`src/rtl/ncl_wavefront_sequencer.sv`:
```
// ncl_wavefront_sequencer: clocked four-phase driver for one NCL threshold-gate stage.
// Applies DATA/NULL wavefronts and returns the captured rail1 result over valid/ready.
module ncl_wavefront_sequencer #(
    parameter int IN_W        = 4,
    parameter int OUT_W       = 2,
    parameter int SYNC_STAGES = 2,
    parameter int TIMEOUT     = 64
) (
    input  logic             clk,
    input  logic             rst_n,
    input  logic             in_valid,
    output logic             in_ready,
    input  logic [IN_W-1:0]  in_data,
    output logic             out_valid,
    input  logic             out_ready,
    output logic [OUT_W-1:0] out_data,
    output logic [IN_W-1:0]  ncl_d1,
    output logic [IN_W-1:0]  ncl_d0,
    input  logic             ncl_ko,
    input  logic [OUT_W-1:0] ncl_z1,
    input  logic [OUT_W-1:0] ncl_z0,
    output logic             ncl_ki,
    input  logic             clr_err,
    output logic             err_timeout,
    output logic             err_illegal
);
    localparam int TW = $clog2(TIMEOUT + 1);

    typedef enum logic [2:0] {
        IDLE,
        DATA_WAIT,
        NULL_WAIT,
        HOLD,
        ERROR
    } state_t;

    state_t state_q, state_d;

    logic [SYNC_STAGES-1:0]            ko_sync_q, ko_sync_d;
    logic [SYNC_STAGES-1:0][OUT_W-1:0] z1_sync_q, z1_sync_d;
    logic [SYNC_STAGES-1:0][OUT_W-1:0] z0_sync_q, z0_sync_d;

    logic [IN_W-1:0]  d1_q, d1_d, d0_q, d0_d;
    logic             ki_q, ki_d;
    logic             out_valid_q, out_valid_d;
    logic [OUT_W-1:0] out_data_q, out_data_d;
    logic [TW-1:0]    timer_q, timer_d;
    logic             err_to_q, err_to_d;
    logic             err_il_q, err_il_d;

    logic             ko_s;
    logic [OUT_W-1:0] z1_s, z0_s;
    logic             out_complete, out_null, illegal, timer_hit;

    assign ko_s = ko_sync_q[SYNC_STAGES-1];
    assign z1_s = z1_sync_q[SYNC_STAGES-1];
    assign z0_s = z0_sync_q[SYNC_STAGES-1];

    assign out_complete = &(z1_s ^ z0_s);
    assign out_null     = ~|(z1_s | z0_s);
    assign illegal      = |(z1_s & z0_s);
    assign timer_hit    = (timer_q == TW'(TIMEOUT - 1));

    assign in_ready    = (state_q == IDLE) & ko_s & ~out_valid_q;
    assign out_valid   = out_valid_q;
    assign out_data    = out_data_q;
    assign ncl_d1      = d1_q;
    assign ncl_d0      = d0_q;
    assign ncl_ki      = ki_q;
    assign err_timeout = err_to_q;
    assign err_illegal = err_il_q;

    always_comb begin
        ko_sync_d = {ko_sync_q[SYNC_STAGES-2:0], ncl_ko};
        z1_sync_d = {z1_sync_q[SYNC_STAGES-2:0], ncl_z1};
        z0_sync_d = {z0_sync_q[SYNC_STAGES-2:0], ncl_z0};
    end

    always_comb begin
        state_d     = state_q;
        d1_d        = d1_q;
        d0_d        = d0_q;
        ki_d        = ki_q;
        out_valid_d = out_valid_q;
        out_data_d  = out_data_q;
        timer_d     = timer_q;
        err_to_d    = clr_err ? 1'b0 : err_to_q;
        err_il_d    = clr_err ? 1'b0 : err_il_q;

        unique case (state_q)
            IDLE: begin
                if (in_valid && in_ready) begin
                    d1_d    = in_data;
                    d0_d    = ~in_data;
                    timer_d = '0;
                    state_d = DATA_WAIT;
                end
            end
            DATA_WAIT: begin
                if (!ko_s && out_complete) begin
                    out_data_d = z1_s;
                    d1_d       = '0;
                    d0_d       = '0;
                    ki_d       = 1'b0;
                    timer_d    = '0;
                    state_d    = NULL_WAIT;
                end else if (timer_hit) begin
                    err_to_d = 1'b1;
                    state_d  = ERROR;
                end else begin
                    timer_d = timer_q + TW'(1);
                end
            end
            NULL_WAIT: begin
                if (ko_s && out_null) begin
                    ki_d        = 1'b1;
                    out_valid_d = 1'b1;
                    state_d     = HOLD;
                end else if (timer_hit) begin
                    err_to_d = 1'b1;
                    state_d  = ERROR;
                end else begin
                    timer_d = timer_q + TW'(1);
                end
            end
            HOLD: begin
                if (out_ready) begin
                    out_valid_d = 1'b0;
                    state_d     = IDLE;
                end
            end
            ERROR: begin
                if (clr_err && ko_s && out_null) begin
                    state_d = IDLE;
                end
            end
            default: state_d = IDLE;
        endcase

        // a dual-high output bit overrides any completion or timeout this cycle
        if (illegal && state_q != ERROR) begin
            err_il_d   = 1'b1;
            out_data_d = out_data_q;
            timer_d    = timer_q;
            state_d    = ERROR;
        end

        if (state_d == ERROR) begin
            d1_d        = '0;
            d0_d        = '0;
            ki_d        = 1'b1;
            out_valid_d = 1'b0;
        end
    end

    always_ff @(posedge clk or negedge rst_n) begin
        if (!rst_n) begin
            state_q     <= IDLE;
            ko_sync_q   <= '0;
            z1_sync_q   <= '0;
            z0_sync_q   <= '0;
            d1_q        <= '0;
            d0_q        <= '0;
            ki_q        <= 1'b1;
            out_valid_q <= 1'b0;
            out_data_q  <= '0;
            timer_q     <= '0;
            err_to_q    <= 1'b0;
            err_il_q    <= 1'b0;
        end else begin
            state_q     <= state_d;
            ko_sync_q   <= ko_sync_d;
            z1_sync_q   <= z1_sync_d;
            z0_sync_q   <= z0_sync_d;
            d1_q        <= d1_d;
            d0_q        <= d0_d;
            ki_q        <= ki_d;
            out_valid_q <= out_valid_d;
            out_data_q  <= out_data_d;
            timer_q     <= timer_d;
            err_to_q    <= err_to_d;
            err_il_q    <= err_il_d;
        end
    end

endmodule

```
`config.mk`:
```
export PLATFORM = sky130hd
export DESIGN_NAME = ncl_wavefront_sequencer
export DESIGN_NICKNAME = d
export VERILOG_FILES = /design/src/rtl/ncl_wavefront_sequencer.sv
export SDC_FILE = /design/constraint.sdc
export NUM_CORES = 1
export LEC_CHECK = 0
export CAP_MARGIN = 20
export CELL_PAD_IN_SITES_DETAIL_PLACEMENT = 1
export CELL_PAD_IN_SITES_GLOBAL_PLACEMENT = 2
export CORE_UTILIZATION = 33
export DETAILED_ROUTE_END_ITERATION = 8
export HOLD_SLACK_MARGIN = 0.12
export PLACE_DENSITY = 0.8
export SLEW_MARGIN = 40
export SYNTH_ARGS = -nofsm -noshare
export SYNTH_HDL_FRONTEND = slang
export SYNTH_SLANG_ARGS = --single-unit
```
`constraint.sdc`:
```
create_clock -name clk -period 2 [get_ports clk]
set_input_delay 0.3 -clock clk [delete_from_list [all_inputs] [get_ports clk]]
set_output_delay 0.3 -clock clk [all_outputs]
set_load 0.01 [all_outputs]
```
=== Word level (Yosys, flattened, before mapping) ===
Cells that the tools add are included.

* Add/sub/neg operators: 1
* Equality and inequality tests: 13
* Muxes and demuxes: 34
* Bitwise logic cells: 8
* Reductions and logical operators: 22

{| class="wikitable"
|+ Operators with widths
! cell !! number
|-
| $mux W7 || 4
|-
| $mux W3 || 7
|-
| $pmux W7 S3 || 1
|-
| $mux W4 || 5
|-
| $pmux W4 S2 || 2
|-
| $pmux W3 S5 || 1
|-
| $ne A3 B3 Y1 const B || 4
|-
| $reduce_and A3 Y1 || 4
|-
| $reduce_bool A3 Y1 || 4
|-
| $mux W1 || 11
|-
| $add A7 B1 Y7 const B || 1
|-
| $eq A7 B6 Y1 const B || 1
|-
| $eq A3 B2 Y1 const B || 2
|-
| $eq A3 B3 Y1 const B || 2
|-
| $logic_and A1 B1 Y1 || 6
|-
| $pmux W1 S2 || 3
|-
| $not A4 Y4 || 1
|-
| $reduce_and A4 Y1 || 1
|-
| $reduce_or A2 Y1 || 2
|-
| $eq A3 B1 Y1 const B || 1
|-
| $logic_not A3 Y1 || 1
|-
| $ne A3 B1 Y1 const B || 1
|-
| $and A1 B1 Y1 || 2
|-
| $and A2 B2 Y2 || 1
|-
| 8 further kinds || 10
|}

* Register bits after elaboration: 34
* Input port bits: 14
* Output and inout bits: 15
* Logic and storage cells: 92

=== Logic depth before layout (Yosys ltp) ===
* Word-level depth: 10
* Gate-level depth with buffers: 7
* Mapped depth without buffers: 6

=== Worst setup path after synthesis ===
OpenSTA, ideal clock, no wires.

* Kind: register to register
* Start: register z1_sync_q, in the netlist z1_s[0]
* End: register timer_q[1]
* Setup time: 0.078 ns
* Data arrival time: 1.581 ns
* Required time: 1.922 ns
* Setup slack: 0.341 ns
* Stages on the path, launching flop included: 7
* Path buffers: 0
* Period minus slack after synthesis: 1.659 ns
* Cells stage by stage: dfrtp_1 > inv_1 > ha_1 > and4b_1 > or4_1 > o21ai_1 > o2bb2ai_1

* Cells in the longest elaborated chain, start to end: 6
* Elaborated cells on any way between the ends: 15
* Those cells by class: eq/ne (1); mux (2); bitwise (4); reduce/logical (8)

{| class="wikitable"
|+ Ends and longest elaborated chain
! what !! line !! RTL
|-
| start, declared || 40 || <nowiki>logic [SYNC_STAGES-1:0][OUT_W-1:0] z1_sync_q, z1_sync_d;</nowiki>
|-
| start signal, assigned || 173 || <nowiki>z1_sync_q <= z1_sync_d;</nowiki>
|-
| $or A2 B2 Y2 || 60 || <nowiki>assign out_null = ~|(z1_s | z0_s);</nowiki>
|-
| $reduce_or A2 Y1 || 60 ||
|-
| $logic_not A1 Y1 || 60 ||
|-
| $logic_and A1 B1 Y1 || 115 || <nowiki>if (ko_s && out_null) begin</nowiki>
|-
| $ne A2 B2 Y1 (no source line) || n/a ||
|-
| $reduce_and A4 Y1 (no source line) || n/a ||
|-
| end signal, assigned || 180 || <nowiki>timer_q <= timer_d;</nowiki>
|-
| end, declared || 47 || <nowiki>logic [TW-1:0] timer_q, timer_d;</nowiki>
|}

Parallel ways exist; a longest one is shown, timed or not.
A chain may end at the register's enable or synchronous reset.

=== Final worst setup path ===
* Start: register state_q[2]
* End: output port in_ready

* Cells in the longest elaborated chain, start to end: 3

{| class="wikitable"
|+ Ends and longest elaborated chain
! what !! line !! RTL
|-
| start, declared || 37 || <nowiki>state_t state_q, state_d;</nowiki>
|-
| start signal, assigned || 171 || <nowiki>state_q <= state_d;</nowiki>
|-
| $logic_not A3 Y1 || 64 || <nowiki>assign in_ready = (state_q == IDLE) & ko_s & ~out_valid_q;</nowiki>
|-
| $and A1 B1 Y1 (2 in series) || 64 ||
|-
| end, declared || 12 || <nowiki>output logic in_ready,</nowiki>
|}

No other way between the ends.

==> flow_summary.toml <==
[power]
p_leak_nw = 0.871
p_per_area_nw_per_um2 = 874
ir_drop_mv = 0.639

[detailed_routing]
routedWlPerCell_um = 15.3
vias_per_cell = 5.11
first_pass_iters = 4
drtIter0Drc = 59
drcViolationCount = 0
routed-via-count = 1324
ant_nets = 0
drt-total-wl_mm = 3.98

[synthesis]
synth.avg_cell_area_um2 = 10.7
ys_top_cells_by_area = "dfrtp_1 (51%), ha_1 (3.8%), a21oi_1 (3.7%), nand2_1 (2.5%), a31oi_1 (2.3%)"
syn_inst = 152
yosys_warnings = 0
syn_area_um2 = 1630
synth_top_area_share_pct = 50.6
synth-main-ff-cell = "dfrtp_1"
syn_nets = 171
synth-seq-cells = 34
ys_seq_area_share_pct = 52.2
yosys.area.top_type = "dfrtp_1"
async_flop_share_pct = 100
ys_types = 45
synth_edf_count = 0

[worst_setup_path]
critical_path.slowest_cell = "or3_1"
critPathMaxStageDelay_ps = 410
worst_setup_path_start_kind = "flop"
arrival_ps = 1560
crit_fanout = 2
crit_buf_inv = 1
end_kind = "primary output"
ff2ff_setup_slack_ps = 150
cp_cell_sequence = "or3_1, nor3b_1, dlygate4sd2_1"
worstSetupPathType = "reg2out"
critical-path-top-delay-family = "simple AND/OR/NAND/NOR gates"
required_ps = 1700

[floorplanning]
rows = 25
die-area_um2 = 5230
core_region_area_um2 = 4750
die_height_um = 72.3
start_util_pct = 34.3
die_x_um = 72.3
ios = 29

[timing]
setup_viol_count_final = 0
fin_skew_ps = 4.80
grt_setup_unrepaired = "no"
slew_violations = 0
fmax_mhz = 539
setup_tns_ps = 0
slew_headroom_pct = 71.5
fin_crit_sh_pct = 92.8
hold_viol = 0
worst_pin_slew_ps = 427
timing.final.ws_setup_ps = 143
min_period_ps = 1860
finalHoldWorstSlack_ps = 349

[run_status]
status = "finished clean"

[cts]
tritoncts = "yes"
clockBufferDepth = 2
root_buffer = "clkbuf_8"
htree_levels = 2
numCtsBuffers = 5
cts.reportedPaths.clkPinSlew_ps = 60
numClockSinks = 34
clk_latency_ps = 280

[global_routing]
grt-ovfl-total = 0
grt_usage_pct = 16.9
grt_pass1_vias = 1466
grt_max_degree = 35
grt_pass1_wl_mm = 6.87
antenna_found_initial = 0

[placed_design]
place.gp.congestion = 0.789
pre_cts_ws_ps = 74.1
dp_hpwl_mm = 3.04
portBuffers = 28

[layout]
area.growth.synth_to_final_pct = 29.5
final_nets = 210
drive_gt1_share_pct = 13.5
final_util_pct = 44.5
antennaDiodeCount = 0

[run]
cap_violations = 0

[hold_path]
hp-class = "reg2reg"
-- metrics by stage --
stage	area, um2	total power, mW	instances
after floorplan	1630	1.13	152
after global placement	2010	1.32	249
after detailed placement	2010	1.34	249
after CTS	2100	1.86	257
after global routing	2110	1.95	259
final	2110	1.85	259
-- timing repair --
item,4_1_cts,5_1_grt
buffers inserted,0,2
resized for setup,1,0
setup endpoints to repair,1,2
pin swaps,0,1
hold buffers,0,0
-- cell type report --
type                    instances  area (um2)
fillers                       542        2640
flip-flops and latches         34         852
multi-input cells             103         696
repair buffers                 39         362
clock buffers                   7        86.3
well taps                      67        83.8
inverters                       8        30.0
clock inverters                 1        5.00
-- flip-flops by register name (all words and copies together) (netlist names) --
signal / count
z0_s: 2
z1_s: 2
out_valid: 1
err_timeout: 1
ncl_d0: 4
ncl_d1: 4
ko_sync_q: 2
state_q: 3
out_data: 2
z0_sync_d: 2
err_illegal: 1
z1_sync_d: 2
timer_q: 7
ncl_ki: 1
-- cells by family after synthesis --
kind of cell | synth area share [%]
flip-flops | 52.2
AND/OR/NAND/NOR | 19.2
adder cells (fa/ha/maj) | 3.83
AO/OA/AOI/OAI | 17.5
buffers and inverters | 5.21
multiplexers | 1.99
-- layout by cell type (no fill, tap or decap), drive strengths merged, types with 2 or more instances in the layout --
cell type,instances
o21ai,7
a41oi,2
nand3,7
mux2,2
o2bb2ai,2
ha,5
dfrtp,33
a2bb2oi,2
o211ai,2
a21oi,12
nand2,11
nand4,2
nor2b,2
or3,2
clkdlybuf4s50,27
inv,8
clkbuf,7
nor3,5
buf,11
nor3b,3
and3,2
or2,2
a31oi,6
nand3b,3
nor2,8
nand2b,3
-- worst reg2reg max path: stages, from the launching register on --
cell and delay (ps):
dfrtp_1 380, inv_1 60, ha_1 310, and4b_1 240, or4_1 480, o21ai_1 160, o2bb2ai_1 140
-- Yosys cell counts (all sizes together) (2+ instances only) --
| library cell | count |
|---|---|
| dfrtp | 33 |
| a21oi | 12 |
| nand2 | 11 |
| inv | 8 |
| nor2 | 8 |
| nand3 | 7 |
| o21ai | 7 |
| a31oi | 6 |
| buf | 6 |
| ha | 5 |
| nor3 | 5 |
| nand2b | 3 |
| nand3b | 3 |
| nor3b | 3 |
| a2bb2oi | 2 |
| a41oi | 2 |
| and3 | 2 |
| mux2 | 2 |
| nand4 | 2 |
| nor2b | 2 |
| o211ai | 2 |
| o2bb2ai | 2 |
| or2 | 2 |
| or3 | 2 |
-- report_power, final --
group	total, mW	switching [mW]	leakage, nW	internal, mW
clock	0.518	0.240	0.0482	0.278
sequential	0.795	0.0433	0.442	0.752
combinational	0.534	0.289	0.380	0.245
-- final timing paths --
| kind | depth (start not counted) | startpoint | to |
|---|---|---|---|
| max | 3 | state_q[2] | in_ready |
| min | 0 | ko_sync_q[0] | ko_sync_q[1] |
| max reg2reg | 6 | z1_s[0] | timer_q[1] |
| min reg2reg | 0 | ko_sync_q[0] | ko_sync_q[1] |
| max in group asynchronous | 2 | rst_n | ncl_ki |
| min in group asynchronous | 2 | rst_n | ncl_d0[1] |
-- layer usage --
layer | GRT usage, % | vias up | wire (um)
met5 | 0 | - | 0
met1 | 22.5 | 673 | 1900
met3 | 3.89 | 2 | 118
li1 | - | 626 | -
met4 | 3.92 | 0 | 8
met2 | 28.0 | 23 | 1950
Note: power is estimated with default switching activity, not from simulation.
